[config.mk]
export PLATFORM = sky130hd
export DESIGN_NAME = ysyx_24110015_mem_arbiter
export DESIGN_NICKNAME = d
export VERILOG_FILES = /design/src/rtl/ysyx_24110015_arb_pkg.sv /design/src/rtl/ysyx_24110015_arb_pick.sv /design/src/rtl/ysyx_24110015_mem_arbiter.sv
export SDC_FILE = /design/constraint.sdc
export NUM_CORES = 1
export LEC_CHECK = 0
export ABC_AREA = 0
export BUFFER_PORTS_ARGS = -buffer_cell sky130_fd_sc_hd__buf_2
export CAP_MARGIN = 20
export CORE_AREA = 2 2 110 112
export CTS_CLUSTER_DIAMETER = 120
export CTS_CLUSTER_SIZE = 14
export DETAILED_ROUTE_END_ITERATION = 6
export DIE_AREA = 0 0 112 114
export PLACE_DENSITY_LB_ADDON = 0.05
export SLEW_MARGIN = 5
export SYNTH_ARGS = -nofsm -noshare
export SYNTH_HDL_FRONTEND = slang
export SYNTH_HIERARCHICAL = 1
export SYNTH_SLANG_ARGS = --single-unit
[constraint.sdc]
create_clock -name clk -period 2.7 [get_ports clk]
set_input_delay 0.27 -clock clk [delete_from_list [all_inputs] [get_ports clk]]
set_output_delay 0.27 -clock clk [all_outputs]
set_load 0.005 [all_outputs]
[src/rtl/ysyx_24110015_arb_pkg.sv]
// ysyx_24110015_arb_pkg: shared types and default widths for the memory arbiter.
package ysyx_24110015_arb_pkg;
  localparam int DEF_ADDR_W = 32;
  localparam int DEF_DATA_W = 32;
  typedef enum logic [1:0] {IDLE, REQ, RESP} state_e;
  typedef enum logic {OWN_IFU, OWN_LSU} owner_e;
endpackage

[src/rtl/ysyx_24110015_arb_pick.sv]
// ysyx_24110015_arb_pick: winner select (1 = LSU); ARB_RR_EN makes ties round-robin, else LSU wins ties.
module ysyx_24110015_arb_pick (
  input  logic ifu_valid,
  input  logic lsu_valid,
  input  logic last_grant,
  output logic winner
);
`ifdef ARB_RR_EN
  localparam bit RR = 1'b1;
`else
  localparam bit RR = 1'b0;
`endif
  assign winner = (ifu_valid && lsu_valid) ? (RR ? ~last_grant : 1'b1) : lsu_valid;
endmodule

[src/rtl/ysyx_24110015_mem_arbiter.sv]
// ysyx_24110015_mem_arbiter: shares one memory port between IFU and LSU, one transaction in flight.
// Tie policy set by ARB_RR_EN (round-robin) or fixed LSU priority when undefined.
module ysyx_24110015_mem_arbiter
  import ysyx_24110015_arb_pkg::*;
#(
  parameter int ADDR_W = DEF_ADDR_W,
  parameter int DATA_W = DEF_DATA_W
) (
  input  logic                clk,
  input  logic                rst,
  input  logic                ifu_req_valid,
  output logic                ifu_req_ready,
  input  logic [ADDR_W-1:0]   ifu_req_addr,
  output logic                ifu_resp_valid,
  input  logic                ifu_resp_ready,
  output logic [DATA_W-1:0]   ifu_resp_rdata,
  input  logic                lsu_req_valid,
  output logic                lsu_req_ready,
  input  logic [ADDR_W-1:0]   lsu_req_addr,
  input  logic                lsu_req_wen,
  input  logic [DATA_W-1:0]   lsu_req_wdata,
  input  logic [DATA_W/8-1:0] lsu_req_wmask,
  output logic                lsu_resp_valid,
  input  logic                lsu_resp_ready,
  output logic [DATA_W-1:0]   lsu_resp_rdata,
  output logic                mem_req_valid,
  input  logic                mem_req_ready,
  output logic [ADDR_W-1:0]   mem_req_addr,
  output logic                mem_req_wen,
  output logic [DATA_W-1:0]   mem_req_wdata,
  output logic [DATA_W/8-1:0] mem_req_wmask,
  input  logic                mem_resp_valid,
  output logic                mem_resp_ready,
  input  logic [DATA_W-1:0]   mem_resp_rdata
);
  state_e state_q, state_d;
  owner_e owner_q, owner_d, last_grant_q, last_grant_d;
  logic [ADDR_W-1:0] addr_q, addr_d;
  logic wen_q, wen_d;
  logic [DATA_W-1:0] wdata_q, wdata_d;
  logic [DATA_W/8-1:0] wmask_q, wmask_d;
  logic win;
  ysyx_24110015_arb_pick u_pick (
    .ifu_valid (ifu_req_valid),
    .lsu_valid (lsu_req_valid),
    .last_grant(last_grant_q),
    .winner    (win)
  );
  always_ff @(posedge clk) begin
    if (!rst) begin
      state_q      <= IDLE;
      owner_q      <= OWN_IFU;
      last_grant_q <= OWN_IFU;
      addr_q       <= '0;
      wen_q        <= 1'b0;
      wdata_q      <= '0;
      wmask_q      <= '0;
    end else begin
      state_q      <= state_d;
      owner_q      <= owner_d;
      last_grant_q <= last_grant_d;
      addr_q       <= addr_d;
      wen_q        <= wen_d;
      wdata_q      <= wdata_d;
      wmask_q      <= wmask_d;
    end
  end
  always_comb begin
    state_d        = state_q;
    owner_d        = owner_q;
    last_grant_d   = last_grant_q;
    addr_d         = addr_q;
    wen_d          = wen_q;
    wdata_d        = wdata_q;
    wmask_d        = wmask_q;
    ifu_req_ready  = 1'b0;
    lsu_req_ready  = 1'b0;
    mem_req_valid  = 1'b0;
    mem_resp_ready = 1'b0;
    ifu_resp_valid = 1'b0;
    lsu_resp_valid = 1'b0;
    case (state_q)
      IDLE: if (ifu_req_valid || lsu_req_valid) begin
        ifu_req_ready = ~win;
        lsu_req_ready = win;
        owner_d       = owner_e'(win);
        last_grant_d  = owner_e'(win);
        addr_d        = win ? lsu_req_addr : ifu_req_addr;
        wen_d         = win & lsu_req_wen;
        wdata_d       = win ? lsu_req_wdata : '0;
        wmask_d       = win ? lsu_req_wmask : '0;
        state_d       = REQ;
      end
      REQ: begin
        mem_req_valid = 1'b1;
        state_d       = mem_req_ready ? RESP : REQ;
      end
      RESP: begin
        mem_resp_ready = (owner_q == OWN_LSU) ? lsu_resp_ready : ifu_resp_ready;
        ifu_resp_valid = (owner_q == OWN_IFU) && mem_resp_valid;
        lsu_resp_valid = (owner_q == OWN_LSU) && mem_resp_valid;
        state_d        = (mem_resp_valid && mem_resp_ready) ? IDLE : RESP;
      end
      default: state_d = IDLE;
    endcase
  end
  assign mem_req_addr   = addr_q;
  assign mem_req_wen    = wen_q;
  assign mem_req_wdata  = wdata_q;
  assign mem_req_wmask  = wmask_q;
  assign ifu_resp_rdata = mem_resp_rdata;
  assign lsu_resp_rdata = mem_resp_rdata;
endmodule

After elaboration in Yosys (flattened, before gate mapping)
Index checks and enable logic that the tools add are counted.
{"block": "totals", "ff_bits": 72, "input_bits": 141, "out_inout_bits": 139, "wordCells": 36}
{"block": "op_classes", "n_eq_ne": 3, "mux": 17, "n_bitwise": 3, "n_reduce_logical": 7}
{"operator": "$mux W32", "n": 2}
{"operator": "$mux W1", "n": 10}
{"operator": "$mux W2", "n": 3}
{"operator": "$pmux W2 S3", "n": 1}
{"operator": "$logic_and A1 B1 Y1", "n": 4}
{"operator": "$mux W4", "n": 1}
{"operator": "$eq A2 B1 Y1 const B", "n": 1}
{"operator": "$eq A2 B2 Y1 const B", "n": 1}
{"operator": "$logic_not A2 Y1", "n": 1}
{"operator": "$ne A2 B2 Y1 const B", "n": 1}
{"operator": "$not A1 Y1", "n": 2}
{"operator": "$reduce_and A2 Y1", "n": 1}
{"operator": "$and A1 B1 Y1", "n": 1}
{"operator": "$logic_or A1 B1 Y1", "n": 1}

Depth between registers and ports, before layout
Gate-level depths: netlist of the first run.
{"block": "depth", "depth_word": 5, "mapped_depth": 5, "depth_no_buf": 3}

Hierarchy
The synthesis of the first run kept the hierarchy.
{"module": "ysyx_24110015_mem_arbiter", "instances": 1, "cells_per_inst": 408, "area_per_inst_um2": 3699.8, "seq_area_each_um2": 1441.4}
{"module": "ysyx_24110015_arb_pick", "instances": 1, "cells_per_inst": 1, "area_per_inst_um2": 3.8, "seq_area_each_um2": 0.0}

Least setup slack after synthesis of the first run
No wires, ideal clock.
{"block": "synth_path", "path_kind": "reg-to-output", "from": "register state_q[1]", "to": "output ifu_req_ready", "t_arrival_ns": 1.002, "required_time_ns": 2.430, "slack_ns": 1.428, "path_stages_with_launch": 5, "path_buffers": 2, "path_cell_list": "dfxtp_1 > or2_4 > buf_6 > buf_6 > nor3_2"}
{"block": "synth_between", "elab_chain_len": 2}
{"item": "start, declared", "line_no": "ysyx_24110015_mem_arbiter.sv:36", "rtl": "state_e state_q, state_d;"}
{"item": "start signal, assigned", "line_no": "ysyx_24110015_mem_arbiter.sv:59", "rtl": "state_q <= state_d;"}
{"item": "$logic_not A2 Y1", "line_no": "ysyx_24110015_mem_arbiter.sv:82", "rtl": "case (state_q)"}
{"item": "$mux W1", "line_no": "ysyx_24110015_mem_arbiter.sv:82"}
{"item": "end, declared", "line_no": "ysyx_24110015_mem_arbiter.sv:12", "rtl": "output logic ifu_req_ready,"}
No other way between the ends.

Worst setup path in the final report of the first run
{"block": "layout_path", "from": "input lsu_req_valid", "to": "output lsu_req_ready"}
{"block": "layout_between", "elab_chain_len": 4, "elab_cells_between_ends": 5, "classes_between": "3 x mux; 2 x reduce/logical"}
{"item": "start, declared", "line_no": "ysyx_24110015_mem_arbiter.sv:17", "rtl": "input logic lsu_req_valid,"}
{"item": "$logic_and A1 B1 Y1", "line_no": "ysyx_24110015_arb_pick.sv:13", "rtl": "assign winner = (ifu_valid && lsu_valid) ? (RR ? ~last_grant : 1'b1) : lsu_valid;"}
{"item": "$mux W1", "line_no": "ysyx_24110015_arb_pick.sv:13"}
{"item": "$mux W1 *", "line_no": "ysyx_24110015_mem_arbiter.sv:83", "rtl": "IDLE: if (ifu_req_valid || lsu_req_valid) begin"}
{"item": "$mux W1 *", "line_no": "ysyx_24110015_mem_arbiter.sv:82"}
{"item": "end, declared", "line_no": "ysyx_24110015_mem_arbiter.sv:18", "rtl": "output logic lsu_req_ready,"}
Every way passes the cells marked *; elsewhere a longest branch is shown, timed or not.

==> results of run 1 <==
-- power groups by stage --
stage | combinational [mW] | sequential (mW) | clock (mW)
2_1_floorplan | 0.411 | 1.23 | 0
3_3_place_gp | 0.578 | 1.23 | 0
3_5_place_dp | 0.581 | 1.23 | 0
4_1_cts | 0.582 | 1.21 | 1.14
5_1_grt | 0.633 | 1.22 | 1.18
6_report | 0.569 | 1.21 | 1.10
-- cell families (layout without fill, tap and decap cells) --
family / Yosys count / in the layout / share of synthesized area
muxes: 33 / 33 / 0.08919
AOI/OAI and AO/OA: 143 / 143 / 0.2277
DFF: 72 / 72 / 0.3892
and+or+nand+nor: 52 / 52 / 0.08987
buffers and inverters: 109 / 207 / 0.2041
-- metrics by stage --
step | instance area [um^2] | power (mW) | hold WS, ns | util
global placement | 4144 | 1.806 | 0.4567 | 0.3538
CTS | 4418 | 2.925 | 0.1728 | 0.3772
global route | 4418 | 3.032 | 0.1970 | 0.3772
detailed placement | 4144 | 1.810 | 0.4660 | 0.3538
finish | 4418 | 2.877 | 0.1826 | 0.3772
floorplan | 3704 | 1.644 | 0.3875 | -
-- sequential cells by signal, indices dropped and copies added, names as in the netlist --
| register | flops |
|---|---|
| last_grant_q | 1 |
| mem_req_addr | 32 |
| mem_req_wdata | 32 |
| mem_req_wen | 1 |
| mem_req_wmask | 4 |
| state_q | 2 |
-- cell type report --
type / instances / area share
Multi-Input combinational cell: 228 / 0.3421
Sequential cell: 72 / 0.3263
Timing Repair Buffer: 190 / 0.2254
Clock buffer: 14 / 0.06202
Tap cell: 147 / 0.04163
Inverter: 3 / 0.002549
-- worst register-to-register path, stage by stage, from the launching register on --
cell	delay, ns
dfxtp_1	0.34
or2_4	0.44
nor2_4	0.15
buf_4	0.36
a211oi_1	0.16
-- worst paths after layout --
check	end	slack, ns	cells after the start
max	lsu_req_ready	0.88	5
min	state_q[0]	0.18	2
max reg2reg	mem_req_addr[3]	1.12	4
min reg2reg	mem_req_wdata[7]	0.47	2
-- placed cells by master (no fill, tap or decap) --
cell type	n
a211oi_1	23
a211oi_2	9
a21oi_1	71
and3_1	1
buf_12	2
buf_2	182
buf_4	6
clkbuf_1	2
clkbuf_16	9
clkbuf_8	3
dfxtp_1	72
inv_1	2
inv_2	1
mux2i_1	33
nand2_1	2
nand3_1	1
nand4_1	37
nor2_1	1
nor2_4	3
nor2b_1	4
nor3_2	1
o21a_1	1
o21ai_0	20
o21ai_1	19
or2_2	1
or2_4	1
-- routing by layer --
layer / GRT usage / vias to the layer above / wire, um
met3: 0.05473 / 27 / 1043
met2: 0.2533 / 141 / 4872
met1: 0.1921 / 1472 / 4349
met5: 0 / - / 0
li1: - / 1603 / -
met4: 0.07154 / 0 / 230
==> flow_metrics.py, run 1 <==
metrics = {
    "timing": {
        "clock_skew_ns": 0.007099,
        "worst_slack_ns": 0.8784,
        "period_needed_ns": 1.822,
        "rsz0062_at_grt": "false",
        "fmax_mhz": 549.0,
        "setup_viol": 0,
        "finalHoldViolCount": 0,
        "tightest_slew_ns": 0.9181,
        "slew_violations": 0,
        "period_share": 0.6747,
        "relSlewSlack": 0.3879,
        "tns_ns": 0,
    },
    "synthesis": {
        "synth_area_um2": 3704,
        "async_reset_ff_frac": 0,
        "synth_commonest_cells": "buf_4, dfxtp_1, a21oi_1",
        "synth.yosys.seq_area_share": 0.3892,
        "yosys_warnings": 6,
        "synth_edf_count": 0,
        "ys_seq_elements": 72,
        "synth_most_common_cell": "buf_4",
        "syn_nets": 550,
        "syn_avg_cell_area_um2": 9.055,
        "synth_top_area_share": 0.3892,
        "synth_top_flop_cell": "dfxtp_1",
        "synth_top_cell_by_area": "dfxtp_1",
        "ys_types": 27,
        "syn_inst": 409,
        "synth.area.top_cells": "dfxtp_1, buf_4, a21oi_1, mux2i_1, nand4_1",
    },
    "finish": {
        "area_growth_pct": 19.29,
        "nets": 645,
        "antennaDiodeCount": 0,
        "final_cells": 654,
        "ff_latch_area_um2": 1441,
        "n_fill_cell": 1267,
        "multi_input_area_um2": 1511,
        "layout-drive-gt1-share": 0.4300,
    },
    "floorplanning": {
        "die_h_um": 114,
        "initial_core_util": 0.3162,
        "die_w_um": 112,
        "core_um2": 11710,
        "die-area_um2": 12770,
        "io_pins": 280,
        "rows": 40,
    },
    "cts": {
        "clock_latency_ns": 0.33,
        "cts_tree": "built",
        "h-tree-depth": 3,
        "cts.path.max_buffers": 2,
        "cts-root-buf": "clkbuf_16",
        "cts.hold.buffers_added": 0,
        "clkTransAtPathRegs_ns": 0.05,
        "post_cts_buffers": 0,
        "ctsResizeCount": 0,
        "cts_sinks": 72,
        "cts_made_buffers": 9,
    },
    "place": {
        "gp_congestion": 0.6942,
        "io_buffers": 183,
        "dp.cells": 640,
        "dp_hpwl_um": 7122,
        "pre_cts_ws_ns": 0.7868,
    },
    "power_and_ir_drop": {
        "p_seq_frac": 0.419,
        "internal_power_mw": 2.097,
        "power_density_nw_per_um2": 651.2,
        "power.switching_mw": 0.7805,
        "pwr-share-clk": 0.383,
        "pwr-share-comb": 0.198,
        "switching_share": 0.2713,
        "ir_worst_vdd_mv": 0.2425,
        "p_leak_nw": 2.038,
    },
    "worst_setup_path": {
        "crit_chain": "buf_4 -> buf_4 -> nand3_1 -> inv_1 -> buf_2",
        "crit_start": "lsu_req_valid",
        "crit_fanout": 71,
        "cpMostUsedCell": "buf_4",
        "required_ns": 2.43,
        "cp_slowest_stage_delay_ns": 0.71,
        "critPathBufInv": 4,
        "worstSetupPathType": "in -> out",
        "r2r-start": "state_q[1]",
        "cp_slowest_cell": "buf_4",
        "path_delay_family": "buffers and inverters",
        "crit_path_end_kind": "output pin",
        "worstSetupStartpointType": "primary input",
        "cp.arrival_ns": 1.55,
    },
    "detailed_routing": {
        "post_drt_wl_per_cell_um": 16.05,
        "routed_wl_um": 10500,
        "vias": 3243,
        "first_iter_violations": 162,
        "via_per_inst": 4.959,
        "drtAntennaViolNets": 0,
        "first_pass_iters": 4,
        "route.detailed.drc": 0,
    },
    "global_routing": {
        "grt_max_degree": 72,
        "grt_pass1_vias": 3107,
        "antenna_found_initial": 0,
        "grt.total_usage": 0.1579,
        "grt-ovfl-total": 0,
        "grt_pass1_wl_um": 16170,
    },
    "min_path": {
        "hp-class": "in -> reg",
        "min_from": "rst",
    },
    "run": {
        "maxCapViolations": 0,
    },
    "outcome": {
        "outcome": "complete, no violations",
    },
}
(Power assumes the default switching activity.)
==> run 2: changes to the inputs <==
--- a/config.mk
+++ b/config.mk
@@ -5,14 +5,14 @@
 export SDC_FILE = /design/constraint.sdc
 export NUM_CORES = 1
 export LEC_CHECK = 0
-export ABC_AREA = 0
+export ABC_AREA = 1
 export BUFFER_PORTS_ARGS = -buffer_cell sky130_fd_sc_hd__buf_2
 export CAP_MARGIN = 20
-export CORE_AREA = 2 2 110 112
+export CORE_AREA = 2 2 107 109
 export CTS_CLUSTER_DIAMETER = 120
 export CTS_CLUSTER_SIZE = 14
 export DETAILED_ROUTE_END_ITERATION = 6
-export DIE_AREA = 0 0 112 114
+export DIE_AREA = 0 0 109 111
 export PLACE_DENSITY_LB_ADDON = 0.05
 export SLEW_MARGIN = 5
 export SYNTH_ARGS = -nofsm -noshare
==> constraint.sdc (replaced) <==
create_clock -name clk -period 1.53 [get_ports clk]
set_input_delay 0.153 -clock clk [delete_from_list [all_inputs] [get_ports clk]]
set_output_delay 0.153 -clock clk [all_outputs]
set_load 0.005 [all_outputs]
==> flow_metrics.py, run 2 <==
metrics = {
    "detailed_routing": {
        "routed_wl_um": 10330,
        "drtAntennaViolNets": 0,
        "vias": 3431,
        "route.detailed.drc": 0,
        "post_drt_wl_per_cell_um": 13.42,
        "via_per_inst": 4.456,
        "first_iter_violations": 179,
        "first_pass_iters": 4,
    },
    "cts": {
        "cts.path.max_buffers": 2,
        "cts_tree": "built",
        "clock_latency_ns": 0.33,
        "clkTransAtPathRegs_ns": 0.06,
        "cts.hold.buffers_added": 0,
        "cts_sinks": 72,
        "cts_made_buffers": 9,
        "h-tree-depth": 3,
        "cts-root-buf": "clkbuf_16",
    },
    "global_routing": {
        "antenna_found_initial": 0,
        "grt-ovfl-total": 0,
        "grt_pass1_wl_um": 16190,
        "grt_pass1_vias": 3376,
        "grt.total_usage": 0.1691,
        "grt_max_degree": 42,
    },
    "synthesis": {
        "synth_edf_count": 0,
        "synth_commonest_cells": "nand2_1, buf_4, dfxtp_1",
        "synth_top_family_by_area": "simple AND/OR/NAND/NOR gates",
        "synth_top_area_share": 0.3956,
        "synth.yosys.seq_area_share": 0.3956,
        "syn_nets": 647,
        "synth_top_cell_by_area": "dfxtp_1",
        "synth_area_um2": 3643,
        "synth_compound_area_frac": 0.1116,
        "syn_inst": 506,
        "syn_avg_cell_area_um2": 7.201,
        "ys_types": 20,
        "synth.area.top_cells": "dfxtp_1, nand2_1, buf_4, a21oi_1, nand3_1",
        "synth-xor-area-share": 0,
        "async_reset_ff_frac": 0,
        "synthMuxAreaShare": 0,
        "synthAdderAreaFrac": 0,
        "yosys_warnings": 6,
        "synth_simple_gate_area_frac": 0.2970,
        "synth_top_flop_cell": "dfxtp_1",
        "ys_seq_elements": 72,
        "synth_most_common_cell": "nand2_1",
    },
    "worst_setup_path": {
        "crit_path_end_kind": "output pin",
        "worstSetupPathType": "reg -> out",
        "cp.arrival_ns": 1.28,
        "rrSetupSlack_ns": 0.19,
        "crit_fanout": 3,
        "r2r-start": "state_q[0]",
        "worstSetupStartpointType": "flop",
        "crit_start": "state_q[0]",
        "required_ns": 1.38,
    },
    "floorplanning": {
        "die-area_um2": 12100,
        "io_pins": 280,
        "core_um2": 11080,
        "die_h_um": 111,
        "rows": 39,
        "initial_core_util": 0.3289,
        "die_w_um": 109,
    },
    "timing": {
        "timing.hold.ws_ns": 0.08134,
        "setup_viol": 0,
        "period_needed_ns": 1.429,
        "finalHoldViolCount": 0,
        "tightest_slew_ns": 0.5738,
        "fmax_mhz": 699.8,
        "clock_skew_ns": 0.006963,
        "slew_violations": 0,
        "rsz0062_at_grt": "false",
        "worst_slack_ns": 0.1010,
        "relSlewSlack": 0.6175,
        "period_share": 0.9340,
    },
    "power_and_ir_drop": {
        "ir_worst_vdd_mv": 0.4313,
        "power_density_nw_per_um2": 1189,
        "p_leak_nw": 2.310,
        "pwr-share-clk": 0.443,
        "power_mw": 5.450,
        "pwr-share-comb": 0.176,
        "internal_power_mw": 4.059,
        "p_seq_frac": 0.381,
        "power.switching_mw": 1.391,
        "switching_share": 0.2552,
    },
    "finish": {
        "area_growth_pct": 25.79,
        "layout-drive-gt1-share": 0.3876,
        "nets": 763,
        "mostFrequentLayoutCell": "nand2_1",
        "postLayoutCellArea_um2": 4583,
        "antennaDiodeCount": 0,
        "layout_common_cells": "nand2_1, buf_2, dfxtp_1",
    },
    "place": {
        "pre_cts_ws_ns": -0.01492,
        "dp_hpwl_um": 7323,
        "gp_congestion": 0.7569,
        "io_buffers": 183,
        "placed_area_um2": 4192,
    },
    "outcome": {
        "outcome": "complete, no violations",
    },
    "min_path": {
        "min_from": "lsu_req_wdata[6]",
        "hp-class": "in -> reg",
    },
    "run": {
        "maxCapViolations": 0,
    },
}
run 2: cell types whose count changed in the layout (fill, tap and decap cells not counted), moves of 19 or more:
cell and delta:
nand4_1 -37, nand3_1 +27, mux2i_1 -33, o21ai_0 -19, o21ai_1 -19, nand2_1 +203, a211oi_1 -23
run 2: worst paths after layout:
path | end | depth (start not counted)
worst max register to register | mem_req_addr[4] | 7
worst min register to register | mem_req_addr[13] | 2
worst min-delay path | mem_req_wdata[6] | 3
worst max-delay path | ifu_resp_valid | 5
run 2: logic make-up (layout without fill, tap and decap cells):
logic type | Yosys count | in the layout
compound gates | 73 | 73
flops | 72 | 72
simple gates | 254 | 255
buf+inv | 107 | 227
run 2: worst max-delay path: stages, from the launching register on:
cell and delay, ns:
dfxtp_1 0.30, buf_4 0.14, nor2_1 0.15, inv_1 0.09, nor3_1 0.13, buf_2 0.15
run 2: metrics by stage:
| stage | util | setup TNS (ns) | instances |
|---|---|---|---|
| after floorplan | - | 0 | 506 |
| after global placement | 0.3784 | 0 | 749 |
| after detailed placement | 0.3784 | -0.03023 | 749 |
| after CTS | 0.4109 | 0 | 767 |
| after global routing | 0.4138 | 0 | 770 |
| final | 0.4138 | 0 | 770 |
run 2: what timing repair did:
item,CTS,global route
resized for setup,0,2
setup buffers,1,3
gates cloned,1,0
pin swaps,1,0
endpoints found under the hold margin,0,0
setup endpoints to repair,6,19
run 2: final cells by class:
type / count / area [um^2]
Sequential cell: 72 / 1441
Timing Repair Buffer: 200 / 1060
Clock buffer: 11 / 242.7
Multi-Input combinational cell: 328 / 1513
Tap cell: 143 / 178.9
Inverter: 11 / 43.79
Fill cell: 1211 / 6494
Clock inverter: 5 / 103.9
run 2: power groups by stage:
stage               clock network, mW  registers [mW]  logic [mW]
floorplan                           0            2.13       0.649
global placement                    0            2.11       0.935
detailed placement                  0            2.12       0.940
CTS                              2.48            2.08       0.957
global route                     2.57            2.09        1.09
finish                           2.41            2.08       0.961
run 2: layer usage:
metal	vias to the layer above	track usage	part of all wire
met5	-	0	0
met4	0	0.08462	0.028
met3	30	0.05291	0.098
met2	145	0.2758	0.47
met1	1489	0.1970	0.40
li1	1767	-	-
==> run 3: changes to the inputs <==
--- a/config.mk
+++ b/config.mk
@@ -6,13 +6,13 @@
 export NUM_CORES = 1
 export LEC_CHECK = 0
 export ABC_AREA = 1
-export BUFFER_PORTS_ARGS = -buffer_cell sky130_fd_sc_hd__buf_2
 export CAP_MARGIN = 20
-export CORE_AREA = 2 2 107 109
+export CORE_AREA = 2 2 109 111
 export CTS_CLUSTER_DIAMETER = 120
 export CTS_CLUSTER_SIZE = 14
 export DETAILED_ROUTE_END_ITERATION = 6
-export DIE_AREA = 0 0 109 111
+export DIE_AREA = 0 0 111 113
+export DONT_BUFFER_PORTS = 1
 export PLACE_DENSITY_LB_ADDON = 0.05
 export SLEW_MARGIN = 5
 export SYNTH_ARGS = -nofsm -noshare
==> constraint.sdc (replaced) <==
create_clock -name clk -period 1.5 [get_ports clk]
set_input_delay 0.15 -clock clk [delete_from_list [all_inputs] [get_ports clk]]
set_output_delay 0.15 -clock clk [all_outputs]
set_load 0.005 [all_outputs]
==> flow_metrics.py, run 3 (same netlist as run 2, synthesis figures left out) <==
metrics = {
    "outcome": {
        "outcome": "complete, no violations",
    },
    "worst_setup_path": {
        "crit_fanout": 35,
        "worstSetupPathType": "reg -> out",
        "r2r-end": "last_grant_q",
        "crit_path_end_kind": "output pin",
        "required_ns": 1.35,
        "r2r_cells": 7,
        "rrSetupSlack_ns": 0.24,
        "worstSetupStartpointType": "flop",
        "cp.arrival_ns": 1.24,
        "r2r-start": "state_q[0]",
    },
    "finish": {
        "nets": 609,
        "final_cells": 616,
        "postLayoutCellArea_um2": 4024,
        "mostFrequentLayoutCell": "nand2_1",
        "layout_common_cells": "nand2_1, dfxtp_1, a21oi_1",
        "layout-drive-gt1-share": 0.1121,
        "area_growth_pct": 10.44,
        "antennaDiodeCount": 0,
    },
    "min_path": {
        "min_from": "lsu_req_wdata[24]",
        "min_path_cells": 2,
        "hold_path_end": "mem_req_wdata[24]",
        "hp-class": "in -> reg",
    },
    "timing": {
        "tightest_slew_ns": 0.3712,
        "period_share": 0.9238,
        "rsz0062_at_grt": "true",
        "period_needed_ns": 1.386,
        "relSlewSlack": 0.7526,
        "worst_slack_ns": 0.1143,
        "slew_violations": 0,
        "setup_viol": 0,
        "finalHoldViolCount": 0,
        "tns_ns": 0,
        "clock_skew_ns": 0.003678,
        "fmax_mhz": 721.7,
    },
    "global_routing": {
        "grt-ovfl-total": 0,
        "grt_max_degree": 72,
        "grt_pass1_vias": 3046,
        "antenna_found_initial": 0,
        "grt.total_usage": 0.1579,
        "grt_pass1_wl_um": 15750,
    },
    "power_and_ir_drop": {
        "power_mw": 5.234,
        "power_density_nw_per_um2": 1301,
        "ir_worst_vdd_mv": 0.5876,
        "p_leak_nw": 1.620,
    },
    "floorplanning": {
        "rows": 39,
        "core_um2": 11270,
        "die-area_um2": 12540,
        "die_h_um": 113,
        "die_w_um": 111,
        "initial_core_util": 0.3232,
        "io_pins": 280,
    },
    "place": {
        "pre_cts_ws_ns": 0.2359,
        "placed_area_um2": 3293,
        "gp_congestion": 0.7215,
        "dp_hpwl_um": 6478,
        "dp.cells": 560,
        "io_buffers": 0,
    },
    "cts": {
        "cts_tree": "built",
        "cts.path.max_buffers": 2,
        "cts-root-buf": "clkbuf_16",
        "cts_sinks": 72,
        "cts_made_buffers": 9,
        "h-tree-depth": 3,
        "clkTransAtPathRegs_ns": 0.06,
        "clock_latency_ns": 0.33,
    },
    "detailed_routing": {
        "routed_wl_um": 9748,
        "route.detailed.drc": 0,
        "first_pass_iters": 5,
        "drtAntennaViolNets": 0,
        "first_iter_violations": 170,
        "vias": 2955,
        "via_per_inst": 4.797,
        "post_drt_wl_per_cell_um": 15.82,
    },
    "run": {
        "maxCapViolations": 0,
    },
}
-- run 3: how the worst max path moves through the flow --
stage	startpoint	to	cells after the start
4_1_cts	state_q[1]	lsu_req_ready	4
3_3_place_gp	state_q[0]	mem_req_addr[13]	6
2_1_floorplan	state_q[1]	mem_req_wdata[1]	5
3_5_place_dp	state_q[0]	mem_req_addr[16]	6
5_1_grt	state_q[1]	lsu_resp_valid	4
6_report	state_q[1]	lsu_req_ready	4
-- run 3: repair_timing --
action,CTS,global route
setup endpoints to repair,1,2
hold endpoints to repair,39,0
hold buffers,38,0
pin swaps,1,0
buffers inserted,2,0
resized for setup,0,1
-- run 3: critical path, stage by stage (launching register included) --
cell and delay [ns]:
dfxtp_1 0.34, nor2_4 0.17, o21ai_4 0.10, buf_12 0.18
nor2_2 0.11
-- run 3: layout make-up --
class                      instances  area (um^2)
clock buffer                       9        225.2
timing repair buffer              47        535.5
fill                            1193         7248
inverter                          11        43.79
tap                              143        178.9
sequential                        72         1441
clock inverter                     7        95.09
multi-input combinational        327         1504
-- run 3: power breakdown --
part	internal, mW	switching, mW	total [mW]
Combinational	0.323	0.444	0.768
Sequential	2.05	0.115	2.17
Clock	1.46	0.840	2.30
Total	3.83	1.40	5.23
-- run 3: per-stage QoR --
step	hold slack, ns	util
6_report	0.01878	0.3570
5_1_grt	0.02286	0.3570
4_1_cts	0.009800	0.3568
3_5_place_dp	0.3001	0.2922
3_3_place_gp	0.2982	0.2922
2_1_floorplan	0.2857	-
-- run 3: per-layer routing --
layer,global-route usage,vias up,wire length (um)
li1,-,1461,-
met1,0.1706,1299,3816
met2,0.2748,171,4722
met3,0.06802,24,1017
met4,0.06083,0,191
met5,0,-,0
